[config.mk]
export PLATFORM = sky130hd
export DESIGN_NAME = nonce_sweep_scheduler
export DESIGN_NICKNAME = d
export VERILOG_FILES = /design/src/rtl/miner_pkg.sv /design/src/rtl/hash_target_compare.sv /design/src/rtl/nonce_sweep_scheduler.sv
export SDC_FILE = /design/constraint.sdc
export NUM_CORES = 2
export LEC_CHECK = 0
export CELL_PAD_IN_SITES_DETAIL_PLACEMENT = 1
export CELL_PAD_IN_SITES_GLOBAL_PLACEMENT = 1
export CORE_AREA = 5 5 690 692
export CTS_CLUSTER_DIAMETER = 100
export CTS_CLUSTER_SIZE = 10
export DETAILED_ROUTE_END_ITERATION = 8
export DIE_AREA = 0 0 695 697
export PLACE_DENSITY = 0.38
export SLEW_MARGIN = 20
export SYNTH_ARGS = -nofsm -noshare
export SYNTH_HDL_FRONTEND = slang
export SYNTH_HIERARCHICAL = 1
export SYNTH_SLANG_ARGS = --single-unit
export TNS_END_PERCENT = 20
[constraint.sdc]
create_clock -name clk -period 7.1 [get_ports clk]
set_clock_uncertainty 0.2 [all_clocks]
set_input_delay 0.71 -clock clk [delete_from_list [all_inputs] [get_ports clk]]
set_output_delay 0.71 -clock clk [all_outputs]
set_load 0.01 [all_outputs]
[src/rtl/miner_pkg.sv]
// Shared types and constants for the miner datapath: scheduler states, message/digest widths
// and the SHA-256 initial hash words used by the core.
package miner_pkg;

  localparam int unsigned SHA_MSG_W    = 440;
  localparam int unsigned SHA_DIGEST_W = 256;
  localparam int unsigned NONCE_W      = 32;
  localparam int unsigned PREFIX_W     = SHA_MSG_W - NONCE_W;

  // H0 sits in the top word, H7 in word 0.
  localparam logic [7:0][31:0] SHA256_IV = {
    32'h6a09e667, 32'hbb67ae85, 32'h3c6ef372, 32'ha54ff53a,
    32'h510e527f, 32'h9b05688c, 32'h1f83d9ab, 32'h5be0cd19
  };

  typedef enum logic [2:0] {
    StIdle,
    StLaunch,
    StWait,
    StCheck,
    StHit,
    StExh,
    StFault
  } sched_state_t;

endpackage

[src/rtl/hash_target_compare.sv]
// Registered unsigned a < b, split into slices so each register stage sees a short compare;
// the result is valid one cycle after the operands.
module hash_target_compare
  import miner_pkg::*;
#(
  parameter int unsigned Width  = SHA_DIGEST_W,
  parameter int unsigned SliceW = 64
) (
  input  logic             clk,
  input  logic             n_rst,
  input  logic [Width-1:0] a_i,
  input  logic [Width-1:0] b_i,
  output logic             lt_o
);

  localparam int unsigned NumSlices = Width / SliceW;

  logic [NumSlices-1:0] lt_d, lt_q, eq_d, eq_q;

  always_comb begin
    lt_d = '0;
    eq_d = '0;
    for (int s = 0; s < NumSlices; s++) begin
      lt_d[s] = a_i[s*SliceW +: SliceW] <  b_i[s*SliceW +: SliceW];
      eq_d[s] = a_i[s*SliceW +: SliceW] == b_i[s*SliceW +: SliceW];
    end
  end

  always_ff @(posedge clk or negedge n_rst) begin
    if (!n_rst) begin
      lt_q <= '0;
      eq_q <= '0;
    end else begin
      lt_q <= lt_d;
      eq_q <= eq_d;
    end
  end

  // Most significant unequal slice decides; all-equal is not less-than.
  always_comb begin
    lt_o = 1'b0;
    for (int s = 0; s < NumSlices; s++) begin
      if (!eq_q[s]) lt_o = lt_q[s];
    end
  end

endmodule

[src/rtl/nonce_sweep_scheduler.sv]
// Walks the SHA core across an inclusive (wrapping) nonce range, stopping on the first digest
// below target, range exhaustion, abort or a core timeout.
module nonce_sweep_scheduler
  import miner_pkg::*;
#(
  parameter int unsigned PrefixW       = PREFIX_W,
  parameter int unsigned NonceW        = NONCE_W,
  parameter int unsigned TimeoutCycles = 1023
) (
  input  logic                      clk,
  input  logic                      n_rst,
  input  logic                      start_i,
  input  logic                      abort_i,
  input  logic [PrefixW-1:0]        msg_prefix_i,
  input  logic [NonceW-1:0]         nonce_first_i,
  input  logic [NonceW-1:0]         nonce_last_i,
  input  logic [SHA_DIGEST_W-1:0]   target_i,
  output logic [PrefixW+NonceW-1:0] sha_msg_o,
  output logic                      sha_begin_o,
  input  logic                      sha_done_i,
  input  logic [SHA_DIGEST_W-1:0]   sha_hash_i,
  output logic                      busy_o,
  output logic                      found_o,
  output logic [NonceW-1:0]         found_nonce_o,
  output logic [SHA_DIGEST_W-1:0]   found_hash_o,
  output logic                      exhausted_o,
  output logic                      fault_o,
  output logic [NonceW:0]           hash_count_o
);

  localparam int unsigned TimerW = $clog2(TimeoutCycles + 1);
  localparam logic [TimerW-1:0] TimerLast = TimerW'(TimeoutCycles - 1);

  sched_state_t              state_d, state_q;
  logic [PrefixW-1:0]        prefix_d, prefix_q;
  logic [NonceW-1:0]         nonce_d, nonce_q;
  logic [NonceW-1:0]         last_d, last_q;
  logic [SHA_DIGEST_W-1:0]   target_d, target_q;
  logic [SHA_DIGEST_W-1:0]   hash_d, hash_q;
  logic [TimerW-1:0]         timer_d, timer_q;
  logic [NonceW:0]           count_d, count_q;
  logic                      found_d, found_q;
  logic                      exh_d, exh_q;
  logic                      fault_d, fault_q;
  logic [NonceW-1:0]         found_nonce_d, found_nonce_q;
  logic [SHA_DIGEST_W-1:0]   found_hash_d, found_hash_q;
  logic                      hash_lt;

  // Fed straight from the core so the registered verdict is ready during CHECK.
  hash_target_compare #(
    .Width  (SHA_DIGEST_W),
    .SliceW (64)
  ) u_cmp (
    .clk   (clk),
    .n_rst (n_rst),
    .a_i   (sha_hash_i),
    .b_i   (target_q),
    .lt_o  (hash_lt)
  );

  always_comb begin
    state_d       = state_q;
    prefix_d      = prefix_q;
    nonce_d       = nonce_q;
    last_d        = last_q;
    target_d      = target_q;
    hash_d        = hash_q;
    timer_d       = timer_q;
    count_d       = count_q;
    found_d       = found_q;
    exh_d         = exh_q;
    fault_d       = fault_q;
    found_nonce_d = found_nonce_q;
    found_hash_d  = found_hash_q;

    if (abort_i) begin
      state_d = StIdle;
    end else begin
      case (state_q)
        StIdle: begin
          if (start_i) begin
            prefix_d = msg_prefix_i;
            nonce_d  = nonce_first_i;
            last_d   = nonce_last_i;
            target_d = target_i;
            count_d  = '0;
            found_d  = 1'b0;
            exh_d    = 1'b0;
            fault_d  = 1'b0;
            state_d  = StLaunch;
          end
        end
        StLaunch: begin
          timer_d = '0;
          state_d = StWait;
        end
        StWait: begin
          if (sha_done_i) begin
            hash_d  = sha_hash_i;
            count_d = count_q + 1'b1;
            state_d = StCheck;
          end else if (timer_q == TimerLast) begin
            fault_d = 1'b1;
            state_d = StFault;
          end else begin
            timer_d = timer_q + 1'b1;
          end
        end
        StCheck: begin
          if (hash_lt) begin
            found_nonce_d = nonce_q;
            found_hash_d  = hash_q;
            found_d       = 1'b1;
            state_d       = StHit;
          end else if (nonce_q == last_q) begin
            exh_d   = 1'b1;
            state_d = StExh;
          end else begin
            nonce_d = nonce_q + 1'b1;
            state_d = StLaunch;
          end
        end
        default: state_d = StIdle;
      endcase
    end
  end

  always_ff @(posedge clk or negedge n_rst) begin
    if (!n_rst) begin
      state_q       <= StIdle;
      prefix_q      <= '0;
      nonce_q       <= '0;
      last_q        <= '0;
      target_q      <= '0;
      hash_q        <= '0;
      timer_q       <= '0;
      count_q       <= '0;
      found_q       <= 1'b0;
      exh_q         <= 1'b0;
      fault_q       <= 1'b0;
      found_nonce_q <= '0;
      found_hash_q  <= '0;
    end else begin
      state_q       <= state_d;
      prefix_q      <= prefix_d;
      nonce_q       <= nonce_d;
      last_q        <= last_d;
      target_q      <= target_d;
      hash_q        <= hash_d;
      timer_q       <= timer_d;
      count_q       <= count_d;
      found_q       <= found_d;
      exh_q         <= exh_d;
      fault_q       <= fault_d;
      found_nonce_q <= found_nonce_d;
      found_hash_q  <= found_hash_d;
    end
  end

  assign sha_msg_o     = {prefix_q, nonce_q};
  assign sha_begin_o   = (state_q == StLaunch);
  assign busy_o        = (state_q == StLaunch) || (state_q == StWait) || (state_q == StCheck);
  assign found_o       = found_q;
  assign found_nonce_o = found_nonce_q;
  assign found_hash_o  = found_hash_q;
  assign exhausted_o   = exh_q;
  assign fault_o       = fault_q;
  assign hash_count_o  = count_q;

endmodule

==> results.sh <==
export IMPL_nets=9138
export IMPL_post_cts_buffers=0
export IMPL_first_pass_iters=5
export IMPL_initial_core_util_pct=12.3
export IMPL_worstPathRequired_ps=7610
export IMPL_critPathArrivalTime_ps=4560
export IMPL_hold_viol=0
export IMPL_tns_ps=0
export IMPL_final_setup_worst_slack_ps=3050
export IMPL_syn_nets=7423
export IMPL_clkLatencyLatePin_ps=890
export IMPL_cts_resized=0
export IMPL_cp_end_kind="flop"
export IMPL_synth_ff_type="dfrtp_1"
export IMPL_viasPerCell=3.65
export IMPL_fmax_mhz=247
export IMPL_hold_class="primary input to flop"
export IMPL_synth_seq_area_share_pct=57.6
export IMPL_synthTopCellsByCount="3007 x nand2_1, 1329 x dfrtp_1, 284 x mux2_2, 272 x inv_1, 260 x ha_1"
export IMPL_worst_path_stages=8
export IMPL_worstPathCellList="nand2b_1, nand3_1, o211ai_1, o21ai_2, nor2b_1, nand2_4, buf_4, mux2_2"
export IMPL_cap_violations=0
export IMPL_synth_avg_cell_area_um2=9.35
export IMPL_path_delay_family="simple AND/OR/NAND/NOR gates"
export IMPL_netlist_top_cells_area="dfrtp_1 58%, nand2_1 20%, ha_1 5.6%"
export IMPL_synth_top_cell_area_share_pct=57.6
export IMPL_synth_edf_count=0
export IMPL_rows=252
export IMPL_ys_types=71
export IMPL_dieWidth_um=695
export IMPL_rr_endpoint="found_hash_o[226]"
export IMPL_track_usage_pct=16.9
export IMPL_syn_to_final_growth_pct=52.0
export IMPL_hpwlAfterDp_um=341000
export IMPL_cp_slowest_cell="buf_4"
export IMPL_drc=0
export IMPL_synth_most_common_cell="nand2_1"
export IMPL_cts_buffers=169
export IMPL_ys_async_sr_fraction_pct=100
export IMPL_slowest_delay_ps=720
export IMPL_clockBufferDepth=4
export IMPL_cts_hold_buf=7
export IMPL_cp_num_buf_inv=1
export IMPL_ir_worst_vdd_v=0.000174
export IMPL_place_congestion=0.974
export IMPL_hold_ws_ps=156
export IMPL_timing_final_crit_share_pct=57.0
export IMPL_relSlewSlack_pct=18.7
export IMPL_outcome="finished, final reports clean"
export IMPL_antenna_left=0
export IMPL_dp_slack_ps=2780
export IMPL_min_to="target_q[33]"
export IMPL_crit_fanout=44
export IMPL_wl_per_cell_um=29.6
export IMPL_grt_overflow_total=0
export IMPL_clk_pin_slew_ps=60
export IMPL_reg2reg_from="u_cmp/eq_q[1]"
export IMPL_startpoint_type="flop"
export IMPL_ys_ff_latch=1329
export IMPL_grt_pass1_wl_um=551000
export IMPL_min_delay_start="target_i[33]"
export IMPL_grt_pass1_vias=55010
export IMPL_die_h_um=697
export IMPL_syn_inst=6174
export IMPL_cts_tree="done"
export IMPL_portBuffers=1754
export IMPL_power_density_nw_per_um2=393
export IMPL_drv_slew=0
export IMPL_r2r_slack_ps=3050
export IMPL_critPathKind="flop to flop"
export IMPL_drive_gt1_share_pct=7.33
export IMPL_clockRootBuffer="clkbuf_16"
export IMPL_pin_count=1755
export IMPL_drt_initial_drc_count=2917
export IMPL_vias=51935
export IMPL_fin_util_pct=18.7
export IMPL_die_area_um2=484000
export IMPL_yosysTopAreaCell="dfrtp_1"
export IMPL_yosysWarnings=6
export IMPL_finalSetupViolations=0
export IMPL_coreArea_um2=469000
export IMPL_grt_setup_unrepaired="no"
export IMPL_cts_sinks=1329
export IMPL_hold_path_depth=3
export IMPL_antenna_found_initial=369
export IMPL_wirelength_um=422000
export IMPL_synth_area_um2=57700
export IMPL_reg2regPathDepth=8
export IMPL_h_tree_depth=4
export IMPL_min_period_ps=4050
export IMPL_leakagePower_nw=40.8
export IMPL_grt_max_degree=165
export IMPL_tightest_slew_ps=1220
==> per-layer routing <==
layer | vias to the layer above | part of all wire [%] | global-route usage, %
met1 | 25963 | 42 | 20.8
met2 | 1960 | 46 | 27.7
met3 | 810 | 8.2 | 5.74
met4 | 110 | 3.7 | 5.29
li1 | 23092 | - | -
met5 | - | 0.17 | 0
==> layout make-up <==
class	instances	area [um2]
Fill cell	54200	382000
Clock buffer	182	4330
Tap cell	6223	7790
Timing Repair Buffer	1823	18400
Inverter	272	1020
Multi-Input combinational cell	4294	22300
Sequential cell	1329	33300
Antenna cell	68	170
Clock inverter	38	405
==> metrics by stage <==
| stage | total power [mW] | cell area, um2 | cells |
|---|---|---|---|
| 2_1_floorplan | 17.7 | 57700 | 6174 |
| 3_3_place_gp | 26.5 | 82700 | 13933 |
| 3_5_place_dp | 26.7 | 82800 | 13934 |
| 4_1_cts | 35.5 | 87600 | 14161 |
| 5_1_grt | 37.0 | 87700 | 14192 |
| 6_report | 34.5 | 87800 | 14229 |
==> worst reg2reg max path, delay by kind of cell (launching register included) <==
kind	cells	cell delay (ps)
simple gates	4	1300
compound gates	2	660
flops	1	480
buf+inv	1	750
mux	1	490
==> logic make-up (layout without fill, tap and decap cells) <==
family | Yosys count | in the layout | synth area share, %
AO/OA/AOI/OAI | 317 | 317 | 3.30
XOR/XNOR | 71 | 71 | 1.08
AND/OR/NAND/NOR | 3360 | 3360 | 23.0
adder cells (fa/ha/maj) | 260 | 260 | 5.64
other | 0 | 68 | 0
multiplexers | 286 | 286 | 5.58
flip-flops | 1329 | 1329 | 57.6
buffers and inverters | 551 | 2315 | 3.75
==> sequential cells by signal, indices dropped and copies added, names as in the netlist <==
register / count
state_q: 3
found_hash_o: 256
target_q: 256
prefix_q: 408
found_o: 1
last_q: 32
timer_q: 10
u_cmp/eq_q: 4
found_nonce_o: 32
exhausted_o: 1
fault_o: 1
u_cmp/lt_q: 4
hash_count_o: 33
nonce_q: 32
hash_q: 256
==> power breakdown <==
| group | switching [mW] | internal, mW | leakage, nW | total (mW) |
|---|---|---|---|---|
| clock network | 3.82 | 4.48 | 2.32 | 8.30 |
| registers | 2.42 | 10.6 | 17.0 | 13.0 |
| logic | 7.83 | 5.40 | 21.5 | 13.2 |
==> worst max path at each step <==
stage | from | to | slack (ps)
detailed placement | u_cmp/eq_q[1] | found_hash_o[212] | 2780
CTS | u_cmp/eq_q[1] | found_hash_o[226] | 2670
finish | u_cmp/eq_q[1] | found_hash_o[226] | 3050
global route | u_cmp/eq_q[1] | found_hash_o[252] | 2700
global placement | u_cmp/eq_q[1] | found_hash_o[211] | 2780
floorplan | sha_hash_i[190] | u_cmp/lt_q[2] | 4290
==> cell usage in the layout (no fill, tap or decap), drive strengths merged, types with 9 or more instances in the layout <==
| cell | instances |
|---|---|
| clkinv | 16 |
| and3 | 16 |
| a21o | 16 |
| clkdlybuf4s50 | 1753 |
| a211oi | 9 |
| clkbuf | 182 |
| nor2 | 86 |
| nand2 | 3007 |
| inv | 285 |
| mux2 | 284 |
| nor3 | 32 |
| diode | 68 |
| o21ai | 67 |
| and4 | 13 |
| dfrtp | 1329 |
| xor2 | 63 |
| and2 | 9 |
| nand4 | 62 |
| nor4 | 31 |
| ha | 260 |
| buf | 63 |
| a21oi | 138 |
| nand3 | 71 |
| a31oi | 18 |
(Power assumes the default switching activity.)
